--- config.mk ---
export PLATFORM = sky130hd
export DESIGN_NAME = mram_bus_sequencer_flat
export DESIGN_NICKNAME = d
export VERILOG_FILES = /design/src/rtl/mram_bus_sequencer_if.sv /design/src/rtl/mram_bus_sequencer.sv /design/src/flat_wrapper.sv
export SDC_FILE = /design/constraint.sdc
export NUM_CORES = 1
export LEC_CHECK = 0
export BUFFER_PORTS_ARGS = -buffer_cell sky130_fd_sc_hd__buf_2
export CAP_MARGIN = 20
export CORE_AREA = 2 2 88 107
export DETAILED_ROUTE_END_ITERATION = 8
export DIE_AREA = 0 0 90 109
export PLACE_DENSITY_LB_ADDON = 0.15
export SETUP_SLACK_MARGIN = 0.4
export SLEW_MARGIN = 20
export SYNTH_ARGS = -nofsm -noshare
export SYNTH_HDL_FRONTEND = slang
export SYNTH_SLANG_ARGS = --single-unit
--- constraint.sdc ---
create_clock -name FPGA_clk -period 2.4 [get_ports FPGA_clk]
set_clock_uncertainty 0.2 [all_clocks]
set_input_delay 0.12 -clock FPGA_clk [delete_from_list [all_inputs] [get_ports FPGA_clk]]
set_output_delay 0.12 -clock FPGA_clk [all_outputs]
set_load 0.02 [all_outputs]
--- src/rtl/mram_bus_sequencer_if.sv ---
// Signal bundle between the two requesters, the MRAM sequencer and the pad ring.
// The sequencer connects through slave; requesters and pads connect through master.
interface mram_bus_sequencer_if #(
   parameter int ADDR_W = 20,
   parameter int DATA_W = 16
);
   logic              req0_valid, req0_ready, req0_we, req0_last;
   logic [ADDR_W-1:0] req0_addr;
   logic [DATA_W-1:0] req0_wdata;
   logic [1:0]        req0_be;
   logic              req1_valid, req1_ready, req1_we, req1_last;
   logic [ADDR_W-1:0] req1_addr;
   logic [DATA_W-1:0] req1_wdata;
   logic [1:0]        req1_be;
   logic              rd_valid, rd_id;
   logic [DATA_W-1:0] rd_data;
   logic [ADDR_W-1:0] addr_line;
   logic [DATA_W-1:0] data_out, data_in;
   logic              data_oe;
   logic              chip_en_out, read_en_out, write_en_out, lb_en_out, ub_en_out;

   modport slave (
      input  req0_valid, req0_we, req0_last, req0_addr, req0_wdata, req0_be,
      input  req1_valid, req1_we, req1_last, req1_addr, req1_wdata, req1_be,
      input  data_in,
      output req0_ready, req1_ready, rd_valid, rd_id, rd_data,
      output addr_line, data_out, data_oe,
      output chip_en_out, read_en_out, write_en_out, lb_en_out, ub_en_out
   );

   modport master (
      output req0_valid, req0_we, req0_last, req0_addr, req0_wdata, req0_be,
      output req1_valid, req1_we, req1_last, req1_addr, req1_wdata, req1_be,
      output data_in,
      input  req0_ready, req1_ready, rd_valid, rd_id, rd_data,
      input  addr_line, data_out, data_oe,
      input  chip_en_out, read_en_out, write_en_out, lb_en_out, ub_en_out
   );
endinterface

--- src/rtl/mram_bus_sequencer.sv ---
// Two-port round-robin sequencer for the shared MRAM bus: setup / strobe / hold
// timing per beat, with the grant locked to one port across a multi-beat burst.
module mram_bus_sequencer #(
   parameter int ADDR_W = 20,
   parameter int DATA_W = 16,
   parameter int WR_CYC = 4,
   parameter int RD_CYC = 4
) (
   input  logic                FPGA_clk,
   input  logic                FPGA_rst,
   mram_bus_sequencer_if.slave bus
);
   localparam int MAX_CYC = (WR_CYC > RD_CYC) ? WR_CYC : RD_CYC;
   localparam int CNT_W   = (MAX_CYC > 1) ? $clog2(MAX_CYC) : 1;
   localparam logic [CNT_W-1:0] WR_LOAD = CNT_W'(WR_CYC - 1);
   localparam logic [CNT_W-1:0] RD_LOAD = CNT_W'(RD_CYC - 1);

   typedef enum logic [2:0] {IDLE, SETUP, WRITE, READ, HOLD} state_t;

   state_t            state_reg, state_next;
   logic [1:0]        valid, grant;
   logic              sel, accept;
   logic [CNT_W-1:0]  cnt_reg;
   logic              we_reg, port_reg, lock_on_reg, lock_port_reg, rr_favour_reg, rd_id_reg;
   logic [ADDR_W-1:0] addr_reg;
   logic [DATA_W-1:0] wdata_reg, rd_data_reg;
   logic [1:0]        be_reg;
   logic              ce, re, wr, oe, rv;

   assign valid = {bus.req1_valid, bus.req0_valid};

   // Grants are only offered from IDLE or HOLD; a lock restricts the choice to the burst owner.
   always_comb begin
      grant = 2'b00;
      if (state_reg == IDLE || state_reg == HOLD) begin
         if (lock_on_reg)
            grant[lock_port_reg] = valid[lock_port_reg];
         else if (valid == 2'b11)
            grant[rr_favour_reg] = 1'b1;
         else
            grant = valid;
      end
   end

   assign accept         = |grant;
   assign sel            = grant[1];
   assign bus.req0_ready = grant[0];
   assign bus.req1_ready = grant[1];

   always_ff @(posedge FPGA_clk or posedge FPGA_rst) begin
      if (FPGA_rst)
         state_reg <= IDLE;
      else
         state_reg <= state_next;
   end

   always_comb begin
      state_next = state_reg;
      ce = 1'b0;
      re = 1'b0;
      wr = 1'b0;
      oe = 1'b0;
      rv = 1'b0;
      case (state_reg)
         IDLE: begin
            if (accept)
               state_next = SETUP;
         end
         SETUP: begin
            ce = 1'b1;
            oe = we_reg;
            state_next = we_reg ? WRITE : READ;
         end
         WRITE: begin
            ce = 1'b1;
            oe = 1'b1;
            wr = |be_reg;
            if (cnt_reg == '0)
               state_next = HOLD;
         end
         READ: begin
            ce = 1'b1;
            re = 1'b1;
            if (cnt_reg == '0)
               state_next = HOLD;
         end
         HOLD: begin
            ce = 1'b1;
            oe = we_reg;
            rv = ~we_reg;
            state_next = accept ? SETUP : IDLE;
         end
         default: state_next = IDLE;
      endcase
   end

   always_ff @(posedge FPGA_clk or posedge FPGA_rst) begin
      if (FPGA_rst) begin
         cnt_reg       <= '0;
         we_reg        <= 1'b0;
         port_reg      <= 1'b0;
         addr_reg      <= '0;
         wdata_reg     <= '0;
         be_reg        <= 2'b00;
         lock_on_reg   <= 1'b0;
         lock_port_reg <= 1'b0;
         rr_favour_reg <= 1'b0;
         rd_data_reg   <= '0;
         rd_id_reg     <= 1'b0;
      end else begin
         if (accept) begin
            we_reg        <= sel ? bus.req1_we    : bus.req0_we;
            addr_reg      <= sel ? bus.req1_addr  : bus.req0_addr;
            wdata_reg     <= sel ? bus.req1_wdata : bus.req0_wdata;
            be_reg        <= sel ? bus.req1_be    : bus.req0_be;
            port_reg      <= sel;
            rr_favour_reg <= ~sel;
            lock_on_reg   <= ~(sel ? bus.req1_last : bus.req0_last);
            lock_port_reg <= sel;
         end
         if (state_reg == SETUP)
            cnt_reg <= we_reg ? WR_LOAD : RD_LOAD;
         else if ((state_reg == WRITE || state_reg == READ) && cnt_reg != '0)
            cnt_reg <= cnt_reg - CNT_W'(1);
         // Pad data is captured on the edge that ends the last read-strobe cycle.
         if (state_reg == READ && cnt_reg == '0) begin
            rd_data_reg <= bus.data_in;
            rd_id_reg   <= port_reg;
         end
      end
   end

   assign bus.addr_line    = addr_reg;
   assign bus.data_out     = wdata_reg;
   assign bus.data_oe      = oe;
   assign bus.chip_en_out  = ce;
   assign bus.read_en_out  = re;
   assign bus.write_en_out = wr;
   assign bus.lb_en_out    = ce & be_reg[0];
   assign bus.ub_en_out    = ce & be_reg[1];
   assign bus.rd_valid     = rv;
   assign bus.rd_id        = rd_id_reg;
   assign bus.rd_data      = rd_data_reg;
endmodule

--- src/flat_wrapper.sv ---
// flat-port wrapper written by rule: the top's interface ports become plain ports
module mram_bus_sequencer_flat 
#(
   parameter int ADDR_W = 20,
   parameter int DATA_W = 16,
   parameter int WR_CYC = 4,
   parameter int RD_CYC = 4
)
  (FPGA_clk, FPGA_rst, bus_req0_valid, bus_req0_we, bus_req0_last, bus_req0_addr, bus_req0_wdata, bus_req0_be, bus_req1_valid, bus_req1_we, bus_req1_last, bus_req1_addr, bus_req1_wdata, bus_req1_be, bus_data_in, bus_req0_ready, bus_req1_ready, bus_rd_valid, bus_rd_id, bus_rd_data, bus_addr_line, bus_data_out, bus_data_oe, bus_chip_en_out, bus_read_en_out, bus_write_en_out, bus_lb_en_out, bus_ub_en_out);
  mram_bus_sequencer_if #(.ADDR_W(ADDR_W), .DATA_W(DATA_W)) bus_i ();
  input  logic FPGA_clk;
  input  logic FPGA_rst;
  input wire logic [$bits(bus_i.req0_valid)-1:0] bus_req0_valid;
  input wire logic [$bits(bus_i.req0_we)-1:0] bus_req0_we;
  input wire logic [$bits(bus_i.req0_last)-1:0] bus_req0_last;
  input wire logic [$bits(bus_i.req0_addr)-1:0] bus_req0_addr;
  input wire logic [$bits(bus_i.req0_wdata)-1:0] bus_req0_wdata;
  input wire logic [$bits(bus_i.req0_be)-1:0] bus_req0_be;
  input wire logic [$bits(bus_i.req1_valid)-1:0] bus_req1_valid;
  input wire logic [$bits(bus_i.req1_we)-1:0] bus_req1_we;
  input wire logic [$bits(bus_i.req1_last)-1:0] bus_req1_last;
  input wire logic [$bits(bus_i.req1_addr)-1:0] bus_req1_addr;
  input wire logic [$bits(bus_i.req1_wdata)-1:0] bus_req1_wdata;
  input wire logic [$bits(bus_i.req1_be)-1:0] bus_req1_be;
  input wire logic [$bits(bus_i.data_in)-1:0] bus_data_in;
  output wire logic [$bits(bus_i.req0_ready)-1:0] bus_req0_ready;
  output wire logic [$bits(bus_i.req1_ready)-1:0] bus_req1_ready;
  output wire logic [$bits(bus_i.rd_valid)-1:0] bus_rd_valid;
  output wire logic [$bits(bus_i.rd_id)-1:0] bus_rd_id;
  output wire logic [$bits(bus_i.rd_data)-1:0] bus_rd_data;
  output wire logic [$bits(bus_i.addr_line)-1:0] bus_addr_line;
  output wire logic [$bits(bus_i.data_out)-1:0] bus_data_out;
  output wire logic [$bits(bus_i.data_oe)-1:0] bus_data_oe;
  output wire logic [$bits(bus_i.chip_en_out)-1:0] bus_chip_en_out;
  output wire logic [$bits(bus_i.read_en_out)-1:0] bus_read_en_out;
  output wire logic [$bits(bus_i.write_en_out)-1:0] bus_write_en_out;
  output wire logic [$bits(bus_i.lb_en_out)-1:0] bus_lb_en_out;
  output wire logic [$bits(bus_i.ub_en_out)-1:0] bus_ub_en_out;
  assign bus_i.req0_valid = bus_req0_valid;
  assign bus_i.req0_we = bus_req0_we;
  assign bus_i.req0_last = bus_req0_last;
  assign bus_i.req0_addr = bus_req0_addr;
  assign bus_i.req0_wdata = bus_req0_wdata;
  assign bus_i.req0_be = bus_req0_be;
  assign bus_i.req1_valid = bus_req1_valid;
  assign bus_i.req1_we = bus_req1_we;
  assign bus_i.req1_last = bus_req1_last;
  assign bus_i.req1_addr = bus_req1_addr;
  assign bus_i.req1_wdata = bus_req1_wdata;
  assign bus_i.req1_be = bus_req1_be;
  assign bus_i.data_in = bus_data_in;
  assign bus_req0_ready = bus_i.req0_ready;
  assign bus_req1_ready = bus_i.req1_ready;
  assign bus_rd_valid = bus_i.rd_valid;
  assign bus_rd_id = bus_i.rd_id;
  assign bus_rd_data = bus_i.rd_data;
  assign bus_addr_line = bus_i.addr_line;
  assign bus_data_out = bus_i.data_out;
  assign bus_data_oe = bus_i.data_oe;
  assign bus_chip_en_out = bus_i.chip_en_out;
  assign bus_read_en_out = bus_i.read_en_out;
  assign bus_write_en_out = bus_i.write_en_out;
  assign bus_lb_en_out = bus_i.lb_en_out;
  assign bus_ub_en_out = bus_i.ub_en_out;
  mram_bus_sequencer #(.ADDR_W(ADDR_W), .DATA_W(DATA_W), .WR_CYC(WR_CYC), .RD_CYC(RD_CYC)) u_core (.FPGA_clk(FPGA_clk), .FPGA_rst(FPGA_rst), .bus(bus_i));
endmodule
# Yosys cells after proc, flatten, opt, wreduce, memory -nomap -nowiden
# Cells that the tools add are included.
dict set report word_totals {
  ff_bits 64
  in_bits 100
  output_inout_bits 62
  wordCells 71
}
dict set report classes {
  add_sub_neg 1
  order_cmp 4
  n_eq_ne 7
  mux 26
  bitwise_logic 6
  reduce_logical 16
}
# operator n
set ops {}
lappend ops {{$mux 20} 1}
lappend ops {{$mux 16} 1}
lappend ops {{$mux 1} 12}
lappend ops {{$mux 2} 6}
lappend ops {{$pmux 3 s4} 1}
lappend ops {{$reduce_or 2->1} 4}
lappend ops {{$eq 3x2->1 const B} 2}
lappend ops {{$mux 3} 2}
lappend ops {{$logic_and 1x1->1} 4}
lappend ops {{$lt 1x2->1 const B} 2}
lappend ops {{$ne 2x1->1 const B} 2}
lappend ops {{$reduce_bool 2->1} 2}
lappend ops {{$reduce_or 4->1} 1}
lappend ops {{$eq 3x1->1 const B} 1}
lappend ops {{$eq 3x3->1 const B} 1}
lappend ops {{$logic_not 3->1} 1}
lappend ops {{$not 1->1} 3}
lappend ops {{$and 1x1->1} 2}
lappend ops {{$and 2x2->2} 1}
lappend ops {{$demux 1 s1} 2}
lappend ops {{$eq 2x2->1 const B} 1}
lappend ops {{$ge 1x1->1 const B} 2}
lappend ops {{$logic_not 2->1} 1}
lappend ops {{$logic_or 1x1->1} 2}
lappend ops {{other kinds (3)} 3}

# Logic depth before layout (Yosys ltp)
dict set report depth {
  word_depth 10
  ltp_mapped 7
  mapped_depth_nobuf 5
}

# Least setup slack after synthesis
# Ideal clock, no wire load.
dict set report synth_path {
  kind {reg2reg}
  from {register u_core.state_reg[0]}
  to {register u_core.addr_reg[10] (netlist: u_core.bus.addr_line[10])}
  setup_time_ps 141
  t_arrival_ps 1451
  required_time_ps 2059
  slack_ps 608
  stages_incl_launch_ff 7
  path_cell_list {dfrtp_1 > buf_4 > or3b_1 > buf_2 > buf_6 > nor4_1 > a31oi_1}
}
dict set report synth_between {
  elab_chain_cells 4
  elab_cells_between_ends 6
  cone_classes {eq/ne: 1; mux: 2; reduce/logical: 3}
}
# item line
set synth_lines {}
lappend synth_lines {{start, declared} mram_bus_sequencer.sv:20} ;# state_t state_reg, state_next;
lappend synth_lines {{start signal, assigned} mram_bus_sequencer.sv:54} ;# state_reg <= state_next;
lappend synth_lines {{$eq 3x3->1 / $logic_not 3->1 (equally long branches)} mram_bus_sequencer.sv:35} ;# if (state_reg == IDLE || state_reg == HOLD) begin
lappend synth_lines {{$logic_or 1x1->1 *} mram_bus_sequencer.sv:35}
lappend synth_lines {{$mux 2 *} mram_bus_sequencer.sv:35}
lappend synth_lines {{$mux 20 / $reduce_or 2->1 (equally long branches)} {mram_bus_sequencer.sv:113, mram_bus_sequencer.sv:45}}
lappend synth_lines {{end signal, assigned} mram_bus_sequencer.sv:113} ;# addr_reg <= sel ? bus.req1_addr : bus.req0_addr;
lappend synth_lines {{end, declared} mram_bus_sequencer.sv:25} ;# logic [ADDR_W-1:0] addr_reg;
# Every way passes the cells marked *; elsewhere a longest branch is shown, timed or not.
# A chain may end at the register's enable or synchronous reset.

# Worst setup path after layout
dict set report layout_path {
  from {register u_core.lock_on_reg}
  to {output port bus_req1_ready}
}
dict set report layout_between {
  elab_chain_cells 2
}
# item line
set layout_lines {}
lappend layout_lines {{start, declared} mram_bus_sequencer.sv:24} ;# logic we_reg, port_reg, lock_on_reg, lock_port_reg, rr_favour_reg, rd_id_reg;
lappend layout_lines {{start signal, assigned} mram_bus_sequencer.sv:118} ;# lock_on_reg <= ~(sel ? bus.req1_last : bus.req0_last);
lappend layout_lines {{$mux 2} mram_bus_sequencer.sv:36} ;# if (lock_on_reg)
lappend layout_lines {{$mux 2} mram_bus_sequencer.sv:35}
lappend layout_lines {{end, declared} flat_wrapper.sv:27} ;# output wire logic [$bits(bus_i.req1_ready)-1:0] bus_req1_ready;
# Every way passes these cells.

==> results.json <==
{
  "viasPerCell": 5.44,
  "p_sw_share_pct": 45.3,
  "leakage_nw": 2.47,
  "synth_simple_gate_area_share_pct": 21.3,
  "wl_per_cell_um": 17.2,
  "synthToLayoutAreaGrowth_pct": 60.9,
  "synth_nets": 434,
  "root_buffer": "clkbuf_8",
  "critPathKind": "flip-flop to output pin",
  "reg2reg_depth": 5,
  "synth_compound_area_share_pct": 16.9,
  "grt_pass1_vias": 3781,
  "setup_violations": 0,
  "ant_nets": 0,
  "critical_path_arrival_ns": 1.62,
  "track_usage_pct": 24.2,
  "nNetsFinal": 679,
  "rsz0062_at_grt": "yes",
  "status": "finished clean",
  "ys_types": 45,
  "synthCells": 333,
  "yosysTopAreaCellShare_pct": 46.4,
  "largest_reg_flops": 20,
  "synth_seq_cells": 64,
  "drc": 0,
  "hold_path_class": "input port to flip-flop",
  "rr_startpoint": "u_core.state_reg[0]",
  "ff2ff_setup_slack_ns": 0.48,
  "layout_min_cycle_time_ns": 1.94,
  "place_congestion": 0.796,
  "antenna_found_initial": 0,
  "synth_ff_type": "dfrtp_1",
  "switchingPower_mw": 2.91,
  "first_pass_iters": 4,
  "cts_sinks": 64,
  "combPwrFrac_pct": 55.3,
  "power.internal_mw": 3.52,
  "drt-total-wl_um": 12100,
  "start_util_pct": 39.0,
  "netlist_area_sq_um": 3450,
  "pwr-share-seq_pct": 31.5,
  "die-area_sq_um": 9810,
  "cts_buffers": 9,
  "final_min_period_over_clock_period_pct": 80.6,
  "grt_pass1_wl_um": 19000,
  "n_antenna_cell": 0,
  "synth_top_family_by_area": "simple AND/OR/NAND/NOR gates",
  "rows": 38,
  "synth_xor_area_share_pct": 0.508,
  "die_w_um": 90,
  "netlist.top_cell.by_area": "dfrtp_1",
  "synth_edf_count": 0,
  "async_flop_share_pct": 100,
  "clk_latency_ns": 0.34,
  "worstSetupStartpoint": "u_core.lock_on_reg",
  "worstMarginPinSlew_ns": 0.548,
  "hold_viol": 0,
  "grt_overflow_total": 0,
  "start_kind": "flip-flop",
  "hp-start": "bus_req1_last",
  "fp.dieH_um": 109,
  "pwr-share-clk_pct": 13.3,
  "hpwl_um": 6940,
  "place_ws_ns": 0.340,
  "grt_max_degree": 65,
  "power_density_nw_per_um2": 1160,
  "setup_slack_ns": 0.465,
  "ir_drop_uv": 729,
  "max_freq_ghz": 0.517,
  "drive_gt1_share_pct": 41.0,
  "worstHoldPathCells": 3,
  "endpoint_kind": "output pin",
  "drv_slew": 0,
  "crit_fanout": 18,
  "synth_warnings": 0,
  "critPathRequiredTime_ns": 2.08,
  "synthAdderAreaFrac_pct": 0.363,
  "clk_path_buf_depth": 2,
  "finalSetupTns_ns": 0,
  "drv_cap": 0,
  "seq_area_frac_synth_pct": 46.4,
  "cts_tree": "built",
  "slew_headroom_pct": 63.3,
  "synth_area_leaders": "dfrtp_1 (46%), nand4_1 (10%), mux2_2 (5.9%), o31ai_1 (5.0%), nor4_1 (4.5%)",
  "io_buffer_count": 161,
  "synthMuxAreaShare_pct": 5.88,
  "first_iter_violations": 242,
  "clkSlewWorstSetupHoldPaths_ns": 0.07,
  "vias": 3822,
  "io_pins": 162,
  "htreeDepth": 3,
  "synth.avg_cell_area_sq_um": 10.4,
  "core_sq_um": 8840
}
-- timing repair --
item	CTS	global route
buffers inserted	2	1
setup endpoints to repair	45	42
gates resized for setup	8	5
pin swaps	1	0
endpoints found under the hold margin	120	0
hold buffers	96	0
-- synth_stat cells (2+ instances only) --
cell / instances
a2bb2oi_1: 2
a31oi_1: 23
and2_1: 6
buf_2: 13
buf_4: 4
buf_6: 3
clkbuf_1: 22
dfrtp_1: 64
inv_1: 19
mux2_2: 18
nand2_1: 3
nand2b_1: 3
nand3_1: 2
nand4_1: 55
nor2_1: 4
nor2b_1: 2
nor4_1: 25
o311ai_0: 7
o311ai_2: 8
o31ai_1: 23
or3b_1: 2
xnor2_1: 2
-- path summary, 6_finish.rpt --
path                                    endpoint
min reg2reg                     u_core.bus.rd_id
max in group asynchronous     u_core.lock_on_reg
max reg2reg                   u_core.lock_on_reg
min                           u_core.lock_on_reg
max                               bus_req1_ready
min in group asynchronous  u_core.bus.rd_data[9]
-- power by group through the flow --
| stage | logic [mW] | clock network [mW] | registers [mW] |
|---|---|---|---|
| after CTS | 3.50 | 0.896 | 2.01 |
| after floorplan | 1.81 | 0 | 2.48 |
| after detailed placement | 3.35 | 0 | 2.02 |
| final | 3.55 | 0.852 | 2.02 |
| after global placement | 3.31 | 0 | 2.00 |
| after global routing | 3.84 | 0.927 | 2.09 |
-- layer usage --
| layer | global-route usage [%] | part of all wire (%) |
|---|---|---|
| met1 | 29.4 | 40 |
| met2 | 41.1 | 52 |
| met3 | 5.94 | 6.4 |
| met4 | 10.9 | 2.0 |
| met5 | 0 | 0 |
-- critical path, stage by stage (launching register included) --
cell and delay (ns):
dfrtp_2 0.46, or3b_4 0.43, nand3_4 0.11, inv_6 0.09, buf_2 0.17
-- metrics by stage --
stage / instance area (sq um) / total power [mW] / hold slack [ns] / util (%) / cells
2_1_floorplan: 3450 / 4.29 / 0.0705 / - / 333
3_3_place_gp: 4340 / 5.31 / 0.0328 / 49.1 / 588
3_5_place_dp: 4340 / 5.36 / 0.0353 / 49.1 / 588
4_1_cts: 5520 / 6.41 / 0.0162 / 62.4 / 702
5_1_grt: 5550 / 6.86 / 0.0270 / 62.8 / 703
6_report: 5550 / 6.43 / 0.0376 / 62.8 / 703
-- area by class of cell --
class / count / area [sq um]
tap: 120 / 150
fill: 776 / 3290
clock inverter: 3 / 15.0
clock buffer: 13 / 169
timing repair buffer: 277 / 1930
sequential: 64 / 1610
multi-input combinational: 205 / 1600
inverter: 21 / 86.3
-- cells by family after synthesis --
| kind of cell | after synthesis |
|---|---|
| flip-flops | 64 |
| XOR/XNOR | 2 |
| AND/OR/NAND/NOR | 113 |
| AO/OA/AOI/OAI | 71 |
| multiplexers | 18 |
| adder cells (fa/ha/maj) | 1 |
| buffers and inverters | 64 |
-- placed cells by master (no fill, tap or decap), drive strengths merged, types with 4 or more instances in the layout --
| cell | count |
|---|---|
| buf | 181 |
| dlygate4sd3 | 96 |
| dfrtp | 64 |
| nand4 | 55 |
| nor4 | 25 |
| o31ai | 23 |
| a31oi | 23 |
| inv | 21 |
| mux2 | 18 |
| o311ai | 16 |
| clkbuf | 13 |
| and2 | 6 |
| nor2 | 4 |
| nand3 | 4 |
Note: power is estimated with default switching activity, not from simulation.
